## src/rtl/ws2812_pkg.sv

```systemverilog
// Shared types and helpers for the WS2812 frame feeder: FSM states, GRB packing,
// latch-gap derivation.
package ws2812_pkg;

    localparam int unsigned CH_W = 8;

    typedef enum logic [1:0] {
        IDLE,
        LOAD,
        SEND,
        LATCH
    } state_t;

    function automatic int latch_cycles(input int clk_hz, input int latch_us);
        return clk_hz / 1_000_000 * latch_us;
    endfunction

    function automatic logic [3*CH_W-1:0] grb_pack(input logic [CH_W-1:0] r,
                                                   input logic [CH_W-1:0] g,
                                                   input logic [CH_W-1:0] b);
        return {g, r, b};
    endfunction

endpackage

```

## src/rtl/ws2812_scale.sv

```systemverilog
// One colour channel scaled by global brightness: (c * (brightness + 1)) >> 8.
module ws2812_scale
    import ws2812_pkg::*;
(
    input  logic [CH_W-1:0] c,
    input  logic [CH_W-1:0] brightness,
    output logic [CH_W-1:0] scaled
);

    logic [2*CH_W-1:0] prod;

    // brightness+1 peaks at 256, so 255*256 still fits the 16-bit product
    always_comb begin
        prod   = {{CH_W{1'b0}}, c} * ({{CH_W{1'b0}}, brightness} + (2*CH_W)'(1));
        scaled = CH_W'(prod >> CH_W);
    end

endmodule

```

## src/rtl/ws2812_frame_feeder.sv

```systemverilog
// Frame buffer plus pixel sequencer feeding the WS2812 RZ encoder, with per-pixel
// timeout and a latch gap after the last pixel.
module ws2812_frame_feeder
    import ws2812_pkg::*;
#(
    parameter int NUM_LEDS    = 8,
    parameter int CLK_FREQ_HZ = 50_000_000,
    parameter int LATCH_US    = 300,
    parameter int TX_TIMEOUT  = 4096,
    localparam int AW = (NUM_LEDS > 1) ? $clog2(NUM_LEDS) : 1
) (
    input  logic              clk,
    input  logic              rst,
    input  logic              wr_en,
    input  logic [AW-1:0]     wr_addr,
    input  logic [3*CH_W-1:0] wr_rgb,
    input  logic [CH_W-1:0]   brightness,
    input  logic              start,
    output logic              busy,
    output logic              frame_done,
    output logic              err,
    output logic              data_ready,
    output logic              data_valid,
    output logic [3*CH_W-1:0] RGB,
    input  logic              tx_done
);

    localparam int LATCH_CYCLES = latch_cycles(CLK_FREQ_HZ, LATCH_US);
    localparam int LW = (LATCH_CYCLES > 1) ? $clog2(LATCH_CYCLES) : 1;
    localparam int TW = $clog2(TX_TIMEOUT + 1);
    localparam logic [AW-1:0] LAST_IDX = AW'(NUM_LEDS - 1);

    state_t            state, state_nxt;
    logic [3*CH_W-1:0] mem [NUM_LEDS];
    logic [3*CH_W-1:0] pix;
    logic [AW-1:0]     idx;
    logic [CH_W-1:0]   bright;
    logic [LW-1:0]     latch_cnt;
    logic [TW-1:0]     tout_cnt;
    logic [CH_W-1:0]   r_s, g_s, b_s;
    logic              is_last, accept, advance, timed_out, latch_end;

    always_comb begin
        pix     = mem[idx];
        is_last = (idx == LAST_IDX);
    end

    ws2812_scale u_scale_r (.c(pix[23:16]), .brightness(bright), .scaled(r_s));
    ws2812_scale u_scale_g (.c(pix[15:8]),  .brightness(bright), .scaled(g_s));
    ws2812_scale u_scale_b (.c(pix[7:0]),   .brightness(bright), .scaled(b_s));

    always_ff @(posedge clk) begin
        if (rst) begin
            mem <= '{default: '0};
        end else if (wr_en && (int'(wr_addr) < NUM_LEDS)) begin
            mem[wr_addr] <= wr_rgb;
        end
    end

    always_ff @(posedge clk) begin
        if (rst) begin
            state <= IDLE;
        end else begin
            state <= state_nxt;
        end
    end

    always_comb begin
        state_nxt  = state;
        accept     = 1'b0;
        advance    = 1'b0;
        timed_out  = 1'b0;
        latch_end  = 1'b0;
        busy       = (state != IDLE);
        data_ready = (state == SEND);
        data_valid = (state == SEND) && is_last;
        case (state)
            IDLE: begin
                if (start) begin
                    accept    = 1'b1;
                    state_nxt = LOAD;
                end
            end
            LOAD: state_nxt = SEND;
            SEND: begin
                if (tx_done) begin
                    if (is_last) begin
                        state_nxt = LATCH;
                    end else begin
                        advance   = 1'b1;
                        state_nxt = LOAD;
                    end
                end else if (tout_cnt == TW'(TX_TIMEOUT)) begin
                    timed_out = 1'b1;
                    state_nxt = LATCH;
                end
            end
            LATCH: begin
                if (latch_cnt == LW'(LATCH_CYCLES - 1)) begin
                    latch_end = 1'b1;
                    state_nxt = IDLE;
                end
            end
            default: state_nxt = IDLE;
        endcase
    end

    // Counters free-run only inside their own state, so entry always starts from zero
    always_ff @(posedge clk) begin
        if (rst) begin
            idx        <= '0;
            bright     <= '0;
            err        <= 1'b0;
            frame_done <= 1'b0;
            RGB        <= '0;
            latch_cnt  <= '0;
            tout_cnt   <= '0;
        end else begin
            frame_done <= latch_end;
            latch_cnt  <= (state == LATCH) ? latch_cnt + LW'(1) : '0;
            tout_cnt   <= (state == SEND)  ? tout_cnt + TW'(1)  : '0;
            if (accept) begin
                idx    <= '0;
                bright <= brightness;
                err    <= 1'b0;
            end
            if (advance) begin
                idx <= idx + AW'(1);
            end
            if (timed_out) begin
                err <= 1'b1;
            end
            if (state == LOAD) begin
                RGB <= grb_pack(r_s, g_s, b_s);
            end
        end
    end

endmodule

```

## config.mk

```make
export PLATFORM = sky130hd
export DESIGN_NAME = ws2812_frame_feeder
export DESIGN_NICKNAME = d
export VERILOG_FILES = /design/src/rtl/ws2812_pkg.sv /design/src/rtl/ws2812_scale.sv /design/src/rtl/ws2812_frame_feeder.sv
export SDC_FILE = /design/constraint.sdc
export NUM_CORES = 1
export LEC_CHECK = 0
export CAP_MARGIN = 20
export CORE_ASPECT_RATIO = 1.4
export CORE_UTILIZATION = 59
export CTS_CLUSTER_SIZE = 40
export DETAILED_ROUTE_END_ITERATION = 6
export PLACE_DENSITY_LB_ADDON = 0.05
export SYNTH_ARGS = -nofsm -noshare
export SYNTH_HDL_FRONTEND = slang
export SYNTH_HIERARCHICAL = 1
export SYNTH_SLANG_ARGS = --single-unit
```

## constraint.sdc

```tcl
create_clock -name clk -period 5.92 [get_ports clk]
set_input_delay 1.184 -clock clk [delete_from_list [all_inputs] [get_ports clk]]
set_output_delay 1.184 -clock clk [all_outputs]
set_load 0.01 [all_outputs]
```

==> results of run 1 <==
[synth_stat cells (2+ instances only)]
master	number	area share, %
nand2_2	2	0.072
nor4_1	5	0.18
and3_1	9	0.32
mux4_2	48	6.2
clkbuf_1	74	1.6
o21ai_0	8	0.23
nand3_1	25	0.72
dfxtp_1	258	30
mux2_2	24	1.6
clkbuf_2	23	0.66
ha_1	104	7.5
o41ai_1	2	0.10
xnor2_1	43	2.2
fa_1	120	14
a21oi_2	3	0.15
and2b_1	5	0.22
buf_4	2	0.086
and4_1	2	0.10
a211oi_1	2	0.086
nand2b_1	25	0.90
a21o_1	7	0.30
o2111ai_1	2	0.10
buf_2	12	0.35
a22oi_1	2	0.086
inv_1	147	3.2
nand4_1	9	0.32
o21ai_2	6	0.30
nor2_1	56	1.2
nand4b_1	2	0.10
nor2b_1	118	4.3
nor3_1	6	0.17
a31oi_1	2	0.072
o21ai_1	2	0.058
o41a_1	2	0.13
nand2_1	486	11
nor4bb_1	3	0.17
xnor2_2	2	0.19
a21oi_1	249	7.2
or3_1	3	0.11
xor2_1	30	1.5
and2_1	58	2.1
[power groups by stage]
stage	Combinational, mW	Clock (mW)	Sequential, mW
after floorplan	0.214	0	1.83
final	0.338	1.76	1.80
after global placement	0.327	0	1.84
after detailed placement	0.333	0	1.84
after global routing	0.369	1.85	1.80
after CTS	0.335	1.79	1.80
[flip-flops by register name (all words and copies together), names as in the netlist]
signal      count
RGB            24
bright          8
err             1
frame_done      1
idx             3
latch_cnt      14
mem           192
state           2
tout_cnt       13
[layer usage]
metal / wire, µm / up-vias / part of all wire [%]
met4: 1310 / 0 / 3.0
li1: - / 6570 / -
met3: 2010 / 93 / 4.6
met1: 17900 / 6652 / 41
met5: 0 / - / 0
met2: 22200 / 349 / 51
[cell type report]
cell class | count | area share [%]
repair buffers | 115 | 5.63
well taps | 375 | 2.42
clock inverters | 11 | 0.877
flip-flops and latches | 258 | 26.7
clock buffers | 34 | 3.77
inverters | 147 | 2.85
multi-input cells | 1490 | 57.8
diodes | 1 | 0.0129
[final timing paths]
kind,start,to,slack (ns),cells past startpoint
setup / recovery,idx[0],RGB[23],0.31,20
hold / removal,latch_cnt[0],latch_cnt[0],0.44,1
hold reg to reg,latch_cnt[0],latch_cnt[0],0.44,1
setup reg to reg,idx[0],RGB[23],0.31,20
[timing repair]
| item | CTS | global route |
|---|---|---|
| endpoints found under the hold margin | 0 | 0 |
| gates resized for setup | 0 | 1 |
| hold buffers | 0 | 0 |
| endpoints found under the setup margin | 0 | 1 |
[metrics by stage]
step | setup slack (ns) | hold WS [ns] | power, mW | util [%]
floorplan | 0.528 | 0.413 | 2.04 | -
global placement | 0.367 | 0.425 | 2.16 | 64.4
detailed placement | 0.233 | 0.435 | 2.17 | 64.4
CTS | 0.205 | 0.444 | 3.92 | 67.5
global route | 0.0181 | 0.466 | 4.02 | 67.6
finish | 0.311 | 0.436 | 3.90 | 67.6
[kinds of logic after synthesis]
family                   Yosys count
AO/OA/AOI/OAI                    297
XOR/XNOR                          75
adder cells (fa/ha/maj)          224
buffers and inverters            259
flip-flops                       258
multiplexers                      73
AND/OR/NAND/NOR                  821
==> results.cfg, run 1 <==
[timing]
fmax_ghz = 0.178
layout_min_cycle_time_ns = 5.61
min_period_over_period_pct = 94.7
hold_violations = 0
fin_setup_tns_ns = 0
setup_viol = 0
slew_viol_final = 0
finalClockSkew_ns = 0.0210
relSlewSlack_pct = 29.5
rsz0062_at_grt = false
tightest_slew_ns = 1.04

[worst_setup_path]
endpoint_kind = flip-flop
path_buf_inv = 4
cp_max_fo = 18
critPathTopFamily = adder cells
crit_path_top_delay_cell = fa_1
worstSetupPathType = flip-flop to flip-flop
cp.arrival_ns = 6.07
crit_chain = buf_12 > mux4_2 > mux2_2 > nand2_1 > fa_1 > fa_1 > inv_1 > fa_1 > inv_1 > fa_1 > inv_1 > ha_1 > a21oi_1 > o21ai_0 > a211oi_2 > o21ai_2 > a21oi_1 > xnor2_1 > nand2_1 > a21oi_1
start_kind = flip-flop
slowest_delay_ns = 0.56
crit_top_cell = fa_1
cp.required_ns = 6.38

[route]
routed_wl_mm = 43.5
first_pass_iters = 5
drtIter0Drc = 732
drcViolationCount = 0
avgViaCountPerCell = 5.62
vias = 13664
wire_per_inst_um = 17.9
drt.antenna.violating_nets = 0

[global_route]
antenna_found_initial = 1
top_usage_layer = met2
grtUsageMet3_pct = 2.90
grt_overflow_total = 0
grt.met2_usage_pct = 54.0
grt_use_met1_pct = 35.9
grtUsageTotal_pct = 29.7
grt_pass1_wl_mm = 70.7
grt_pass1_vias = 13862
grt_max_degree = 81

[logic_synthesis]
syn_inst = 2007
synth-xor-area-share_pct = 3.87
avgSynthCellArea_um2 = 8.65
synthSimpleGateAreaFrac_pct = 21.9
synth_enable_flop_cells = 0
syn_area_um2 = 17400
synth_fp_nets = 2271
yosys_warnings = 6
yosysSeqAreaShare_pct = 29.8
synth_cell_types = 60
synth.area.mux_share_pct = 7.84
ys.flop_type = dfxtp_1
synth_top_family_by_area = simple AND/OR/NAND/NOR gates
synth_compound_area_share_pct = 9.42
async_flop_share_pct = 0
synth_fa_ha_area_share_pct = 21.3
synth-seq-cells = 258

[power]
intPower_mw = 2.94
pwr-share-clk_pct = 45.2
vdd_drop_max_uv = 275
seq_power_share_pct = 46.1
sw_frac_of_total_pct = 24.6
leakage_nw = 7.88
powerDensity_nw_per_um2 = 201
p_switching_mw = 0.957
comb_power_share_pct = 8.7

[clock_tree]
cts_root_buf = clkbuf_16
clkTransAtPathRegs_ns = 0.06
insertion_delay_ns = 0.56
numCtsBuffers = 26
clock_sinks = 258
cts_max_level = 1
cts_setup_buffers = 0
cts_tree = built
clockBufferDepth = 3

[final_layout]
instances_no_fill = 2431
layout_common_cells = nand2_1, dfxtp_1, a21oi_1
final_common_cell = nand2_1
drive_gt1_share_pct = 9.49
fin_nets = 2302
n_fill_cell = 2441
multi_input_area_um2 = 11200
final-seq-area_um2 = 5170
layout.cell_area.non_filler_um2 = 19400
syn2layout_area_growth_pct = 11.7

[place]
dpl.hpwl_mm = 29.5
dpl_cell_area_um2 = 18500
numPortBuffers = 68
place_inst = 2384
gp_congestion = 0.894

[die]
rows = 73
die_area_um2 = 30100
initial_utilization_pct = 60.5
io_pins = 69
die_h_um = 205
fp.coreArea_um2 = 28700
die_x_um = 147

[flow_run]
maxCapViolations = 0

[hold_path]
hold_class = flip-flop to flip-flop

[run_status]
status = complete, no violations
Note: power is estimated with default switching activity, not from simulation.
==> inputs of run 2 (changes only) <==
CORE_MARGIN = 2   (was default)
CORE_UTILIZATION = 60   (was 59)
RECOVER_POWER = 100   (was default)
==> run 2 against run 1 <==
The run now ends with max-capacitance violations, max-slew violations left. Maximum frequency fell by 0.11%. Sequential share of layout area rose by 0.057 points. Via count is 1.3% higher. Critical path depth is 1 lower. Clock skew shrank 0.0092 ns. Die area rose by 0.68%. Clock power decreased by 5%. Design area down 0.21%. Combinational power is essentially flat. Critical endpoint unchanged.
==> results.cfg, run 2 (synthesized netlist as in run 1, its figures left out) <==
[run_status]
status = finished with violations
violations = max-capacitance violations, max-slew violations

[route]
drtIter0Drc = 893
drt.antenna.violating_nets = 0
vias = 13839
avgViaCountPerCell = 5.68
routed_wl_mm = 43.5
drcViolationCount = 0
first_pass_iters = 5
wire_per_inst_um = 17.8

[worst_setup_path]
endpoint_kind = flip-flop
worst_r2r_path_depth = 19
cp.arrival_ns = 6.07
start_kind = flip-flop
cp_max_fo = 10
cp.required_ns = 6.38
worstSetupPathType = flip-flop to flip-flop

[global_route]
grt_pass1_vias = 13927
grt_pass1_wl_mm = 70.4
grtUsageTotal_pct = 28.9
grt_max_degree = 134
grt_overflow_total = 0
antenna_found_initial = 2

[timing]
holdWs_ns = 0.440
fmax_ghz = 0.178
tightest_slew_ns = 2.47
setup_viol = 0
slew_viol_final = 211
layout_min_cycle_time_ns = 5.62
min_period_over_period_pct = 94.8
fin_setup_tns_ns = 0
finalClockSkew_ns = 0.0118
relSlewSlack_pct = -65.0
hold_violations = 0
rsz0062_at_grt = false

[final_layout]
top_register = mem
n_fill_cell = 2376
drive_gt1_share_pct = 9.12
layout_common_cells = nand2_1, dfxtp_1, a21oi_1
final_common_cell = nand2_1
syn2layout_area_growth_pct = 11.5
reg_top3 = mem: 192 flops, RGB: 24 flops, latch_cnt: 14 flops
largest_register_ffs = 192
final-seq-area_um2 = 5170
fin_nets = 2306
multi_input_area_um2 = 11200

[die]
die_h_um = 205
io_pins = 69
initial_utilization_pct = 61.1
die_area_um2 = 30300
fp.coreArea_um2 = 28400
rows = 73
die_x_um = 148

[flow_run]
maxCapViolations = 9

[clock_tree]
clkTransAtPathRegs_ns = 0.06
clockBufferDepth = 3
clock_sinks = 258
insertion_delay_ns = 0.54
cts_root_buf = clkbuf_16
hold_buffers = 0
numCtsBuffers = 27
cts_max_level = 1
cts_tree = built

[place]
numPortBuffers = 68
gp_congestion = 0.862
dpl.hpwl_mm = 29.0

[power]
powerDensity_nw_per_um2 = 197
leakage_nw = 7.96
vdd_drop_max_uv = 295

[hold_path]
min_path_cells = 1
hold_class = flip-flop to flip-flop
run 2: cell count changes in the layout (fill, tap and decap cells not counted), moves of 2 or more:
| cell | delta |
|---|---|
| clkdlybuf4s50_1 | -31 |
| o21ai_0 | +3 |
| dlygate4sd3_1 | +31 |
| o21ai_2 | -2 |
| buf_4 | -3 |
| bufinv_16 | -2 |
| buf_12 | -2 |
| clkinv_2 | +3 |
| clkbuf_1 | +9 |
run 2: worst paths after layout:
kind         slack [ns]         start           end
max                0.30        idx[0]       RGB[23]
min                0.44  latch_cnt[0]  latch_cnt[0]
max reg2reg        0.30        idx[0]       RGB[23]
min reg2reg        0.44  latch_cnt[0]  latch_cnt[0]
run 2: critical path: stages, from the launching register on:
cell and delay, ns:
dfxtp_4 0.47, buf_4 0.15, mux4_2 0.49, mux2_2 0.38, and2_1 0.20, fa_1 0.53, fa_1 0.54, fa_1 0.55
inv_1 0.05, fa_1 0.53, inv_1 0.04, ha_1 0.34, a21oi_1 0.16, o21ai_0 0.13, a211oi_1 0.34, o21ai_2 0.12
a21oi_1 0.18, xnor2_1 0.14, nand2_1 0.06, a21oi_1 0.11
run 2: final cells by class:
type,count,share of cell area (%)
Tap cell,375,2.42
Clock inverter,12,0.640
Timing Repair Buffer,118,5.65
Inverter,147,2.85
Clock buffer,37,3.89
Sequential cell,258,26.7
Antenna cell,1,0.0129
Multi-Input combinational cell,1490,57.8
run 2: layer usage:
layer	up-vias	GRT usage [%]	wire, µm
li1	6581	-	-
met1	6787	35.6	17800
met2	388	53.4	22500
met5	-	0	0
met3	83	2.73	2080
met4	0	9.17	1130
run 2: power breakdown:
group | switching, mW | total [mW] | leakage [nW] | internal [mW]
clock | 0.704 | 1.68 | 0.434 | 0.980
combinational | 0.216 | 0.340 | 5.44 | 0.124
sequential | 0.0264 | 1.80 | 2.09 | 1.77
total | 0.947 | 3.82 | 7.96 | 2.87
run 2: repair_timing:
action	in CTS	in global routing
resized for setup	0	3
setup buffers	0	7
endpoints found under the setup margin	0	4
run 2: metrics by stage:
stage               total power, mW  instance area [µm²]  worst slack [ns]  util [%]  instances
finish                         3.82                19400             0.305      68.1       2438
global route                   3.94                19400            0.0326      68.1       2438
CTS                            3.84                19300             0.188      68.0       2429
detailed placement             2.17                18400             0.209      64.9       2380
global placement               2.16                18400             0.339      64.9       2380
floorplan                      2.04                17400             0.528         -       2007
==> inputs of run 3 (changes only) <==
MAX_ROUTING_LAYER = met4   (was default)
==> run 3 against run 2 <==
The flow still finishes with violations (max-capacitance violations, max-slew violations). Combinational power is essentially flat. Register-to-register slack hardly changed. Clock power hardly changed. Via count is 0.19% lower. Sequential power about the same. Die area unchanged. Critical path depth did not move. Utilization barely moved. Hold slack hardly changed. Wire length down 0.19%. Highest routed layer unchanged. Clock-buffer cell count did not move.
==> results.cfg, run 3 (synthesized netlist as in run 1, its figures left out) <==
[run_status]
status = finished with violations
violations = max-capacitance violations, max-slew violations

[worst_setup_path]
cp.arrival_ns = 6.07
cp_max_fo = 10
crit_start = idx[0]
crit_chain = buf_4 > mux4_2 > mux2_2 > and2_1 > fa_1 > fa_1 > fa_1 > inv_1 > fa_1 > inv_1 > ha_1 > a21oi_1 > o21ai_0 > a211oi_1 > o21ai_2 > a21oi_1 > xnor2_1 > nand2_1 > a21oi_1
cp.required_ns = 6.38
crit_path_top_delay_cell = fa_1
crit_top_cell = fa_1
start_kind = flip-flop
endpoint_kind = flip-flop
worstSetupPathType = flip-flop to flip-flop
slowest_delay_ns = 0.55
reg2reg_from = idx[0]
rrSetupSlack_ns = 0.31

[power]
sw_frac_of_total_pct = 24.8
pwr-share-clk_pct = 44.1
powerDensity_nw_per_um2 = 197
comb_power_share_pct = 8.9
p_switching_mw = 0.945
intPower_mw = 2.87
seq_power_share_pct = 47.0
leakage_nw = 7.96
vdd_drop_max_uv = 296

[global_route]
grt_overflow_total = 0
grt_max_degree = 134
grt_pass1_wl_mm = 70.5
grt_pass1_vias = 13913
antenna_found_initial = 1
grtUsageTotal_pct = 29.8

[final_layout]
diodes = 0
final_common_cell = nand2_1
fin_nets = 2306
largest_register_ffs = 192
syn2layout_area_growth_pct = 11.4
layout_common_cells = nand2_1, dfxtp_1, a21oi_1
drive_gt1_share_pct = 9.07
reg_top3 = mem: 192 flops, RGB: 24 flops, latch_cnt: 14 flops
layout.cell_area.non_filler_um2 = 19300
top_register = mem

[timing]
finalClockSkew_ns = 0.0131
layout_min_cycle_time_ns = 5.61
min_period_over_period_pct = 94.8
tightest_slew_ns = 2.43
setup_viol = 0
hold_violations = 0
fmax_ghz = 0.178
rsz0062_at_grt = false
relSlewSlack_pct = -62.7
fin_setup_tns_ns = 0
slew_viol_final = 211

[route]
routed_wl_mm = 43.4
drtIter0Drc = 876
vias = 13813
first_pass_iters = 5
drcViolationCount = 0
drt.antenna.violating_nets = 0
wire_per_inst_um = 17.8
avgViaCountPerCell = 5.67

[die]
rows = 73
initial_utilization_pct = 61.1
die_h_um = 205
io_pins = 69
die_area_um2 = 30300
die_x_um = 148
fp.coreArea_um2 = 28400

[flow_run]
maxCapViolations = 9

[place]
numPortBuffers = 68
gp_congestion = 0.876
dpl_cell_area_um2 = 18400
dpl.hpwl_mm = 29.0

[hold_path]
hold_class = flip-flop to flip-flop
min_from = latch_cnt[0]

[clock_tree]
clock_sinks = 258
numCtsBuffers = 27
insertion_delay_ns = 0.54
clockBufferDepth = 3
cts_tree = built
hold_buffers = 0
clkTransAtPathRegs_ns = 0.06
cts_max_level = 1
cts_root_buf = clkbuf_16
-- run 3: changes by cell type in the layout (fill, tap and decap cells not counted) --
| cell | before | now |
|---|---|---|
| diode_2 | 1 | 0 |
| o211ai_1 | 1 | 2 |
| o211ai_2 | 1 | 0 |
-- run 3: metrics by stage --
| stage | std cells | util (%) | setup WS (ns) | total power, mW | hold slack (ns) |
|---|---|---|---|---|---|
| CTS | 2429 | 68.0 | 0.188 | 3.84 | 0.440 |
| global placement | 2380 | 64.9 | 0.339 | 2.16 | 0.426 |
| finish | 2437 | 68.1 | 0.309 | 3.82 | 0.440 |
| global route | 2437 | 68.1 | 0.0273 | 3.94 | 0.468 |
| floorplan | 2007 | - | 0.528 | 2.04 | 0.413 |
| detailed placement | 2380 | 64.9 | 0.209 | 2.17 | 0.431 |
-- run 3: layout make-up --
| cell class | instances | area (µm²) |
|---|---|---|
| sequential | 258 | 5170 |
| clock inverter | 12 | 124 |
| inverter | 147 | 552 |
| clock buffer | 37 | 753 |
| multi-input combinational | 1490 | 11200 |
| fill | 2378 | 9060 |
| tap | 375 | 469 |
| timing repair buffer | 118 | 1090 |
-- run 3: final timing paths --
check | end | cells past startpoint
min reg2reg | latch_cnt[0] | 1
max reg2reg | RGB[23] | 19
max | RGB[23] | 19
min | latch_cnt[0] | 1
-- run 3: critical path, delay by kind of cell (launching register included) --
| family | cells | cell delay (ns) |
|---|---|---|
| AO/OA/AOI/OAI | 6 | 1.04 |
| buffers and inverters | 3 | 0.24 |
| multiplexers | 2 | 0.87 |
| XOR/XNOR | 1 | 0.14 |
| flip-flops | 1 | 0.46 |
| adder cells (fa/ha/maj) | 5 | 2.49 |
| AND/OR/NAND/NOR | 2 | 0.26 |
-- run 3: power groups by stage --
stage / clock [mW] / combinational [mW] / sequential (mW)
after floorplan: 0 / 0.214 / 1.83
after global placement: 0 / 0.329 / 1.83
after detailed placement: 0 / 0.335 / 1.83
after CTS: 1.71 / 0.336 / 1.80
after global routing: 1.77 / 0.372 / 1.80
final: 1.68 / 0.339 / 1.80
-- run 3: repair_timing --
item | 4_1_cts | 5_1_grt
gates resized for setup | 0 | 3
buffers inserted | 0 | 7
endpoints found under the setup margin | 0 | 4
-- run 3: metal layers --
layer	global-route usage [%]	vias to the layer above	part of all wire (%)
met5	-	-	0
met4	8.89	0	2.6
met3	2.73	88	5.1
met2	53.6	397	52
met1	35.6	6742	40
li1	-	6586	-
